**src/rtl/vend_core.sv**
```systemverilog
// vend_core: single-customer vending controller with per-slot stock and cost.
//   Inputs : clk, hrst_n (async, active-low), sel_valid/sel_idx (selection),
//            coin_valid/coin (01=5, 10=10, 11=25, 00 invalid), cancel,
//            restock_valid/restock_idx/restock_count, restock_cost_valid/restock_cost.
//   Outputs: status (0 none, 1 avail, 2 oos, 3 err, 4 cancelled, 5 timeout),
//            price, amount, dispense_valid/dispense_idx, change_valid/change_amt,
//            coin_reject. All outputs come straight from flops.

// Per-slot stock counter and cost register.
module vend_slot #(
  parameter int CNT_W    = 5,
  parameter int AMT_W    = 16,
  parameter int DEF_COST = 100
) (
  input  logic             clk,
  input  logic             hrst_n,
  input  logic             add_en,
  input  logic [CNT_W-1:0] add_cnt,
  input  logic             dec_en,
  input  logic             cost_en,
  input  logic [AMT_W-1:0] cost_in,
  output logic [CNT_W-1:0] stock,
  output logic [AMT_W-1:0] cost
);
  logic [CNT_W-1:0] stock_q, stock_d;
  logic [AMT_W-1:0] cost_q, cost_d;

  // add and dec are never both set: restock only runs in IDLE/RESTOCK, dec only in DISPENSE
  always_comb begin
    stock_d = stock_q;
    cost_d  = cost_q;
    if (add_en)      stock_d = stock_q + add_cnt;
    else if (dec_en) stock_d = stock_q - CNT_W'(1);
    if (cost_en)     cost_d  = cost_in;
  end

  always_ff @(posedge clk or negedge hrst_n) begin
    if (!hrst_n) begin
      stock_q <= '0;
      cost_q  <= AMT_W'(DEF_COST);
    end else begin
      stock_q <= stock_d;
      cost_q  <= cost_d;
    end
  end

  assign stock = stock_q;
  assign cost  = cost_q;
endmodule

module vend_core #(
  parameter int N_ITEMS     = 8,
  parameter int CNT_W       = 5,
  parameter int MAX_STOCK   = 16,
  parameter int AMT_W       = 16,
  parameter int DEF_COST    = 100,
  parameter int TIMEOUT_CYC = 255,
  localparam int IDX_W      = $clog2(N_ITEMS)
) (
  input  logic             clk,
  input  logic             hrst_n,
  input  logic             sel_valid,
  input  logic [IDX_W-1:0] sel_idx,
  input  logic             coin_valid,
  input  logic [1:0]       coin,
  input  logic             cancel,
  input  logic             restock_valid,
  input  logic [IDX_W-1:0] restock_idx,
  input  logic [CNT_W-1:0] restock_count,
  input  logic             restock_cost_valid,
  input  logic [AMT_W-1:0] restock_cost,
  output logic [2:0]       status,
  output logic [AMT_W-1:0] price,
  output logic [AMT_W-1:0] amount,
  output logic             dispense_valid,
  output logic [IDX_W-1:0] dispense_idx,
  output logic             change_valid,
  output logic [AMT_W-1:0] change_amt,
  output logic             coin_reject
);
  localparam int            TW    = $clog2(TIMEOUT_CYC + 1);
  localparam logic [IDX_W:0] N_L   = (IDX_W+1)'(N_ITEMS);
  localparam logic [CNT_W:0] MAX_L = (CNT_W+1)'(MAX_STOCK);
  localparam logic [TW-1:0]  TO_L  = TW'(TIMEOUT_CYC);

  typedef enum logic [5:0] {
    S_IDLE     = 6'b000001,
    S_CHECK    = 6'b000010,
    S_COLLECT  = 6'b000100,
    S_DISPENSE = 6'b001000,
    S_REFUND   = 6'b010000,
    S_RESTOCK  = 6'b100000
  } state_t;

  typedef enum logic [2:0] {
    ST_NONE, ST_AVAIL, ST_OOS, ST_ERR, ST_CANCEL, ST_TIMEOUT
  } status_t;

  typedef struct packed {
    logic             vld;
    logic [IDX_W-1:0] idx;
    logic [CNT_W-1:0] cnt;
    logic             cost_vld;
    logic [AMT_W-1:0] cost;
  } rs_req_t;

  state_t           state_q, state_d;
  status_t          status_q, status_d;
  logic [IDX_W-1:0] idx_q, idx_d, dispense_idx_q, dispense_idx_d;
  logic [TW-1:0]    timer_q, timer_d;
  logic [AMT_W-1:0] amount_q, amount_d, price_q, price_d, change_amt_q, change_amt_d;
  logic             dispense_valid_q, dispense_valid_d;
  logic             change_valid_q, change_valid_d;
  logic             coin_reject_q, coin_reject_d;

  logic [N_ITEMS-1:0][CNT_W-1:0] stock_w;
  logic [N_ITEMS-1:0][AMT_W-1:0] cost_w;

  rs_req_t rs;
  assign rs = '{vld: restock_valid, idx: restock_idx, cnt: restock_count,
                cost_vld: restock_cost_valid, cost: restock_cost};

  // Slot lookups by the restock index and by the latched selection.
  logic [CNT_W-1:0] rs_stock, sel_stock;
  logic [AMT_W-1:0] sel_cost;
  always_comb begin
    rs_stock  = '0;
    sel_stock = '0;
    sel_cost  = '0;
    for (int i = 0; i < N_ITEMS; i++) begin
      if (rs.idx == IDX_W'(i)) rs_stock = stock_w[i];
      if (idx_q == IDX_W'(i)) begin
        sel_stock = stock_w[i];
        sel_cost  = cost_w[i];
      end
    end
  end

  // The restock beat that moves IDLE into RESTOCK is applied too, so a single
  // restock_valid cycle performs exactly one update.
  logic           rs_beat, rs_idx_ok, rs_fit, rs_stock_en, rs_cost_en, rs_err;
  logic [CNT_W:0] rs_sum;
  assign rs_beat     = rs.vld && (state_q == S_IDLE || state_q == S_RESTOCK);
  assign rs_idx_ok   = {1'b0, rs.idx} < N_L;
  assign rs_sum      = {1'b0, rs_stock} + {1'b0, rs.cnt};
  assign rs_fit      = rs_sum <= MAX_L;
  assign rs_stock_en = rs_beat && rs_idx_ok && rs_fit;
  assign rs_cost_en  = rs_beat && rs_idx_ok && rs.cost_vld;
  assign rs_err      = rs_beat && !(rs_idx_ok && rs_fit);

  for (genvar g = 0; g < N_ITEMS; g++) begin : g_slot
    vend_slot #(.CNT_W(CNT_W), .AMT_W(AMT_W), .DEF_COST(DEF_COST)) u_slot (
      .clk     (clk),
      .hrst_n  (hrst_n),
      .add_en  (rs_stock_en && rs.idx == IDX_W'(g)),
      .add_cnt (rs.cnt),
      .dec_en  (state_q == S_DISPENSE && idx_q == IDX_W'(g)),
      .cost_en (rs_cost_en && rs.idx == IDX_W'(g)),
      .cost_in (rs.cost),
      .stock   (stock_w[g]),
      .cost    (cost_w[g])
    );
  end

  // Coin crediting with saturation at the top of the amount range.
  logic [AMT_W-1:0] coin_val, amt_add, amt_new;
  logic [AMT_W:0]   amt_sum;
  logic             coin_ok;
  always_comb begin
    case (coin)
      2'b01:   coin_val = AMT_W'(5);
      2'b10:   coin_val = AMT_W'(10);
      2'b11:   coin_val = AMT_W'(25);
      default: coin_val = '0;
    endcase
  end
  assign coin_ok = coin_valid && (coin != 2'b00);
  assign amt_sum = {1'b0, amount_q} + {1'b0, coin_val};
  assign amt_add = amt_sum[AMT_W] ? '1 : amt_sum[AMT_W-1:0];
  assign amt_new = coin_ok ? amt_add : amount_q;

  always_comb begin
    state_d          = state_q;
    status_d         = status_q;
    idx_d            = idx_q;
    timer_d          = timer_q;
    amount_d         = amount_q;
    price_d          = price_q;
    change_amt_d     = change_amt_q;
    dispense_idx_d   = dispense_idx_q;
    dispense_valid_d = 1'b0;
    change_valid_d   = 1'b0;
    coin_reject_d    = coin_valid && !(state_q == S_COLLECT && coin != 2'b00);
    case (state_q)
      S_IDLE: begin
        if (rs.vld) begin
          state_d = S_RESTOCK;
          if (rs_err) status_d = ST_ERR;
        end else if (sel_valid) begin
          if ({1'b0, sel_idx} < N_L) begin
            idx_d   = sel_idx;
            state_d = S_CHECK;
          end else begin
            status_d = ST_ERR;
          end
        end
      end
      S_CHECK: begin
        if (sel_stock == '0) begin
          status_d = ST_OOS;
          state_d  = S_IDLE;
        end else begin
          status_d = ST_AVAIL;
          price_d  = sel_cost;
          timer_d  = TO_L;
          state_d  = S_COLLECT;
        end
      end
      S_COLLECT: begin
        // A coin arriving with cancel is credited, then refunded in full.
        amount_d = amt_new;
        if (cancel) begin
          status_d = ST_CANCEL;
          state_d  = S_REFUND;
        end else if (amt_new >= price_q) begin
          state_d = S_DISPENSE;
        end else if (coin_ok) begin
          timer_d = TO_L;
        end else if (timer_q == '0) begin
          status_d = ST_TIMEOUT;
          state_d  = S_REFUND;
        end else begin
          timer_d = timer_q - TW'(1);
        end
      end
      S_DISPENSE: begin
        dispense_valid_d = 1'b1;
        dispense_idx_d   = idx_q;
        change_valid_d   = 1'b1;
        change_amt_d     = amount_q - price_q;
        amount_d         = '0;
        state_d          = S_IDLE;
      end
      S_REFUND: begin
        if (amount_q != '0) begin
          change_valid_d = 1'b1;
          change_amt_d   = amount_q;
        end
        amount_d = '0;
        state_d  = S_IDLE;
      end
      S_RESTOCK: begin
        if (!rs.vld)    state_d  = S_IDLE;
        else if (rs_err) status_d = ST_ERR;
      end
      default: state_d = S_IDLE;
    endcase
  end

  always_ff @(posedge clk or negedge hrst_n) begin
    if (!hrst_n) begin
      state_q          <= S_IDLE;
      status_q         <= ST_NONE;
      idx_q            <= '0;
      timer_q          <= '0;
      amount_q         <= '0;
      price_q          <= '0;
      change_amt_q     <= '0;
      dispense_idx_q   <= '0;
      dispense_valid_q <= 1'b0;
      change_valid_q   <= 1'b0;
      coin_reject_q    <= 1'b0;
    end else begin
      state_q          <= state_d;
      status_q         <= status_d;
      idx_q            <= idx_d;
      timer_q          <= timer_d;
      amount_q         <= amount_d;
      price_q          <= price_d;
      change_amt_q     <= change_amt_d;
      dispense_idx_q   <= dispense_idx_d;
      dispense_valid_q <= dispense_valid_d;
      change_valid_q   <= change_valid_d;
      coin_reject_q    <= coin_reject_d;
    end
  end

  assign status         = status_q;
  assign price          = price_q;
  assign amount         = amount_q;
  assign dispense_valid = dispense_valid_q;
  assign dispense_idx   = dispense_idx_q;
  assign change_valid   = change_valid_q;
  assign change_amt     = change_amt_q;
  assign coin_reject    = coin_reject_q;
endmodule

```
**config.mk**
```make
export PLATFORM = sky130hd
export DESIGN_NAME = vend_core
export DESIGN_NICKNAME = d
export VERILOG_FILES = /design/src/rtl/vend_core.sv
export SDC_FILE = /design/constraint.sdc
export NUM_CORES = 1
export LEC_CHECK = 0
export ABC_AREA = 1
export BUFFER_PORTS_ARGS = -buffer_cell sky130_fd_sc_hd__buf_2
export CAP_MARGIN = 20
export CORE_ASPECT_RATIO = 0.8
export CORE_MARGIN = 1
export CORE_UTILIZATION = 55
export CTS_BUF_LIST = sky130_fd_sc_hd__clkbuf_16
export DETAILED_ROUTE_END_ITERATION = 8
export HOLD_SLACK_MARGIN = 0.03
export PLACE_DENSITY = 0.79
export SLEW_MARGIN = 20
export SYNTH_ARGS = -nofsm -noshare
export SYNTH_HDL_FRONTEND = slang
export SYNTH_HIERARCHICAL = 1
export SYNTH_SLANG_ARGS = --single-unit
```
**constraint.sdc**
```tcl
create_clock -name clk -period 4.2 [get_ports clk]
set_clock_uncertainty 0.2 [all_clocks]
set_input_delay 0.21 -clock clk [delete_from_list [all_inputs] [get_ports clk]]
set_output_delay 0.21 -clock clk [all_outputs]
set_load 0.05 [all_outputs]
```
# After elaboration in Yosys (flattened, before gate mapping)
# Index checks and enable logic that the tools add are counted.
# totals
ff_bits,242
inputBits,36
word_cells,220
out_inout_bits,57
# classes
n_reduce_logical,60
mux,72
add_sub_neg,20
bitwise,2
order_cmp,2
eq_ne,37
# op_table
operator,n
2-to-1 mux 16 bit,11
2-to-1 mux 5 bit,32
one-hot mux 16 bit (2 select lines),2
2-to-1 mux 6 bit,7
adder 5 bit,8
2-to-1 mux 8 bit,5
subtractor 5 x 1 -> 5 bit (second input constant),8
logical AND 1 bit,31
== test 3 bit (second input constant),8
one-hot mux 6 bit (4 select lines),1
nonzero test 2 bit,12
2-to-1 mux 3 bit,7
adder 16 x 16 -> 17 bit,1
>= comparator 16 bit,1
one-hot mux 8 bit (2 select lines),1
nonzero test 16 bit,1
subtractor 16 bit,1
one-hot mux 5 bit (3 select lines),1
== test 3 x 2 -> 1 bit (second input constant),4
inequality test 3 bit (second input constant),4
inequality test 2 bit (second input constant),5
one-hot mux 3 bit (3 select lines),1
zero test 8 bit,1
subtractor 8 x 1 -> 8 bit (second input constant),1
30 further kinds,39

# Logic depth before layout (Yosys ltp)
# depth
ltp_word,16
mapped_depth,28
depth_no_buf,28

# Modules after synthesis
# Netlist, hierarchy kept.
# by_module_without_submodules
module,area_per_inst_um2,cells_each,seq_area_each_um2,n_inst
vend_slot,1038.5,89,529.3,8
vend_core,6677.7,1036,1853.0,1

# Worst setup path before layout
# No wires, ideal clock.
# synth_path
path_type,input -> register
start,input restock_idx[2]
end,register g_slot[7].u_slot.stock_q[4]
setup_ps,117
path_stages,27
arrival_ps,3951
path_slack_ps,-68
n_path_buf,0
cell_sequence,clkinv_1 -> nand2_1 -> inv_1 -> nand2_1 -> o21ai_0 -> a21oi_1 -> o21ai_0 -> a21oi_1 -> o2111ai_1 -> ha_1 -> fa_1 -> or2_2 -> nor2_1 -> nand3_1 -> nand2_1 -> nand3_1 -> nor2_1 -> inv_1 -> or2_2 -> ha_1 -> fa_1 -> nand2_1 -> nand2_1 -> nand2_1 -> nand2_1 -> nand3_1 -> nand2_1
# synth_via
elab_chain_len,14
word_cells_on_any_way,22
cone_classes,add/sub (1); order compare (1); eq/ne (7); mux (9); reduce/logical (4)
# synth_rtl
element,line,rtl
"start, declared",68,"input logic [IDX_W-1:0] restock_idx,"
zero test 3 bit,131,if (rs.idx == IDX_W'(i)) rs_stock = stock_w[i];
2-to-1 mux 5 bit (8 in series),131,
adder 5 x 5 -> 6 bit,145,"assign rs_sum = {1'b0, rs_stock} + {1'b0, rs.cnt};"
less-or-equal comparator 6 x 5 -> 1 bit,146,assign rs_fit = rs_sum <= MAX_L;
logical AND 1 bit,147,assign rs_stock_en = rs_beat && rs_idx_ok && rs_fit;
logical AND 1 bit (*),155,".add_en (rs_stock_en && rs.idx == IDX_W'(g)),"
2-to-1 mux 5 bit / nonzero test 2 bit (equally long branches),n/a,
"end signal, assigned",42,stock_q <= stock_d;
"end, declared",25,"logic [CNT_W-1:0] stock_q, stock_d;"
# Every way passes the cells marked *; elsewhere a longest branch is shown, timed or not.
# A chain may end at the register's enable or synchronous reset.

# Worst setup path after layout
# layout_path
start,register g_slot[0].u_slot.stock_q[0]
end,register g_slot[4].u_slot.stock_q[4]
# layout_via
elab_chain_len,13
word_cells_on_any_way,14
cone_classes,add/sub (1); order compare (1); mux (9); reduce/logical (3)
# layout_rtl
element,line
"start, declared",25
"start signal, assigned",42
2-to-1 mux 5 bit (*) (8 in series),131
adder 5 x 5 -> 6 bit (*),145
less-or-equal comparator 6 x 5 -> 1 bit (*),146
logical AND 1 bit (*),147
logical AND 1 bit (*),155
2-to-1 mux 5 bit / nonzero test 2 bit (equally long branches),n/a
"end signal, assigned",42
"end, declared",25
# Marked as above.

==> metrics.md <==
| Metric | Value |
|---|---|
| Share of layout cells above drive strength 1 | `0.263` |
| P_leak | `0.00869 uW` |
| WP data arrival | `4.30 ns` |
| CP most frequent cell | `nand2_2` |
| Grt ovf | `0` |
| Pwr dens | `743 nW/um^2` |
| Worst skew pair latency | `0.57 ns` |
| Ys Warns | `6` |
| Worst Path Buf+Inv | `4` |
| Reg2reg start | `g_slot[0].u_slot/stock[0]` |
| DP HPWL | `28500 um` |
| Seq/Total Area, Yosys | `0.406` |
| Hold Path Class | `in2async` |
| Cell accounting for the most synthesized area | `dfrtp_1` |
| FP Rows | `53` |
| CTS tree | `done` |
| Initial DRC Count | `1051` |
| Htree depth | `1` |
| GP Congestion | `0.964` |
| TritonRoute pass-1 iters | `5` |
| Cts bufs inserted | `26` |
| Core ar. | `26500 um^2` |
| Ys flop type | `dfrtp_1` |
| Worst path depth | `26` |
| Largest net degree at the start of global routing | `113` |
| Status | `completed` |
| WS Path Type | `reg2reg` |
| Sink Count | `242` |
| RSZ-0062 raised after global routing | `yes` |
| Crit path from | `g_slot[0].u_slot/stock[0]` |
| Switching share of power | `0.447` |
| Synth area leaders | `dfrtp_1, nand2_1, mux2_4` |
| Synth cell types | `46` |
| Net load switching power | `5930 uW` |
| Syn_nets | `1870` |
| Final setup fails | `0` |
| Combinational Power Share | `0.504` |
| Max-slew headroom | `0.407` |
| Die width | `187 um` |
| Area after DPL | `16300 um^2` |
| Crit path time final | `4.05 ns` |
| Root Driver | `clkbuf_16` |
| Via count | `13207` |
| Final hold viol count | `0` |
| Crit end category | `flip-flop` |
| Mapped cell area | `15000 um^2` |
| Initial antenna violation count | `3` |
| I/O Buffers | `92` |
| Clock slew at reported path FFs | `0.06 ns` |
| Sequential share of power | `0.321` |
| First-pass GRT wire length | `67400 um` |
| EDFF count, synth | `0` |
| Finished Cell Area | `17800 um^2` |
| Crit Path Max Fanout | `6` |
| Top Ports | `93` |
| Die Height | `150 um` |
| Slowest stage delay, CP | `0.42 ns` |
| Starting Density | `0.565` |
| Post-synthesis average cell area | `8.57 um^2` |
| Slew Viols, Final | `0` |
| Post-synth ARST share | `1.00` |
| Final #Nets | `2066` |
| Drt via density | `5.69` |
| Max VDD drop | `467 uV` |
| Final worst-path cycle share | `0.963` |
| Routed WL per cell | `18.2 um` |
| Routed WL | `42300 um` |
| Worst Reg-to-Reg Cells | `26` |
| Crit-path slowest cell | `fa_1` |
| Residual DRC | `0` |
| Max-Cap Viols | `0` |
| Worst EP required | `4.45 ns` |
| Die area | `27900 um^2` |
| Int Pwr | `7340 uW` |
| Fin cells | `2323` |
| Delay-heaviest family, CP | `simple AND/OR/NAND/NOR gates` |
| Hold Slack | `0.0665 ns` |
| Startpoint Class | `flip-flop` |
| Post-Syn Instances | `1748` |
| Clock share of power | `0.175` |
| Worst Tran Pin Value | `0.890 ns` |
| Fmax | `247 MHz` |
| #FFs+latches synth | `242` |
| GRT Overall Usage | `0.303` |
| Post-synth top area share | `0.362` |
| Layout area overhead | `19.1%` |
| Post-Place Cells | `2239` |
| Clk buf depth | `3` |
| Final ANT Viol Nets | `0` |
| Vias in the first global route | `12778` |
-- worst register-to-register path: cells and delay by family, from the launching register on --
kind / cells / cell delay, ns
AOI/OAI and AO/OA: 5 / 0.51
adders and majority gates: 3 / 0.94
buffers and inverters: 4 / 0.42
DFF: 1 / 0.41
and+or+nand+nor: 14 / 1.45
-- power by group through the flow --
stage | Clock, uW | Sequential, uW | Combinational [uW]
floorplan | 0 | 4640 | 3970
CTS | 2360 | 4200 | 6330
global placement | 0 | 4170 | 6040
detailed placement | 0 | 4210 | 6220
global route | 2450 | 4370 | 7400
finish | 2330 | 4260 | 6690
-- layout by cell type, fill, tap and decap left out, types with 33 or more instances in the layout --
cell type  instances
mux2_4            80
mux2_2            48
inv_1            173
a21oi_1           87
nand3_1          144
nand2_1          452
dfrtp_1          217
buf_2             91
buf_4             84
nand4_1           33
nor2_1            99
o21ai_0           52
ha_1              57
-- cell usage after synthesis, types with 2 or more instances --
master / instances
a21o_1: 2
a21oi_1: 95
a31oi_1: 6
buf_12: 8
buf_2: 5
buf_4: 2
buf_6: 10
clkbuf_1: 16
clkinv_1: 2
dfrtp_1: 217
dfstp_2: 25
fa_1: 11
ha_1: 75
inv_1: 170
inv_2: 7
mux2_2: 48
mux2_4: 80
nand2_1: 466
nand2_2: 4
nand3_1: 149
nand3b_1: 3
nand4_1: 33
nor2_1: 118
nor2_2: 11
nor2_4: 4
nor3_1: 15
nor4_1: 8
o2111ai_1: 5
o211ai_1: 3
o21a_1: 4
o21ai_0: 54
o21ai_1: 26
o22ai_1: 2
or2_2: 37
xnor2_1: 5
xor2_1: 12
-- metrics by stage --
step                 util  setup WS (ns)  TNS, ns  total power [uW]
floorplan               -        0.00379        0              8610
global placement    0.613        -0.0698   -0.362             10200
detailed placement  0.613         -0.216    -1.54             10400
CTS                 0.659        -0.0109  -0.0109             12900
global route        0.673         -0.142    -1.00             14200
finish              0.673          0.154        0             13300
-- repair_timing --
item	in CTS	in global routing
endpoints found under the setup margin	8	45
setup buffers	0	2
endpoints found under the hold margin	246	0
pin swaps	0	34
gates resized for setup	8	77
hold buffers	32	0
-- flip-flops by register name (all words and copies together), names as in the netlist, 3 cells and up --
register	flops
dispense_idx	3
status	3
state_q	6
idx_q	3
g_slot.u_slot/stock	40
g_slot.u_slot/cost	128
amount	16
change_amt	16
price	16
timer_q	8
-- area by class of cell --
type | count | area (um^2)
Inverter | 179 | 673
Sequential cell | 242 | 6090
Clock inverter | 21 | 209
Timing Repair Buffer | 210 | 1450
Clock buffer | 26 | 651
Multi-Input combinational cell | 1285 | 8320
Fill cell | 2114 | 8680
Tap cell | 357 | 447
Antenna cell | 3 | 7.51
-- worst paths after layout --
path	endpoint	slack, ns
worst max register to register	g_slot[4].u_slot/stock[4]	0.15
worst max-delay path	g_slot[4].u_slot/stock[4]	0.15
worst min register to register	change_amt[10]	0.28
worst min-delay path	g_slot[2].u_slot/stock[4]	0.07
min in group clk	g_slot[2].u_slot/stock[4]	0.10
max in group asynchronous	g_slot[7].u_slot/cost[5]	2.71
-- logic make-up after synthesis --
kind of cell | synth area share
compound gates | 0.0721
xor+xnor | 0.00994
fa+ha+maj | 0.0773
buf+inv | 0.0700
flops | 0.406
mux | 0.116
simple gates | 0.248
-- per-layer routing --
metal,global-route usage,part of all wire
met5,0,0
met1,0.426,0.44
met3,0.0621,0.082
met4,0.100,0.033
met2,0.470,0.45
No activity file was read; power rests on OpenSTA's default activity.
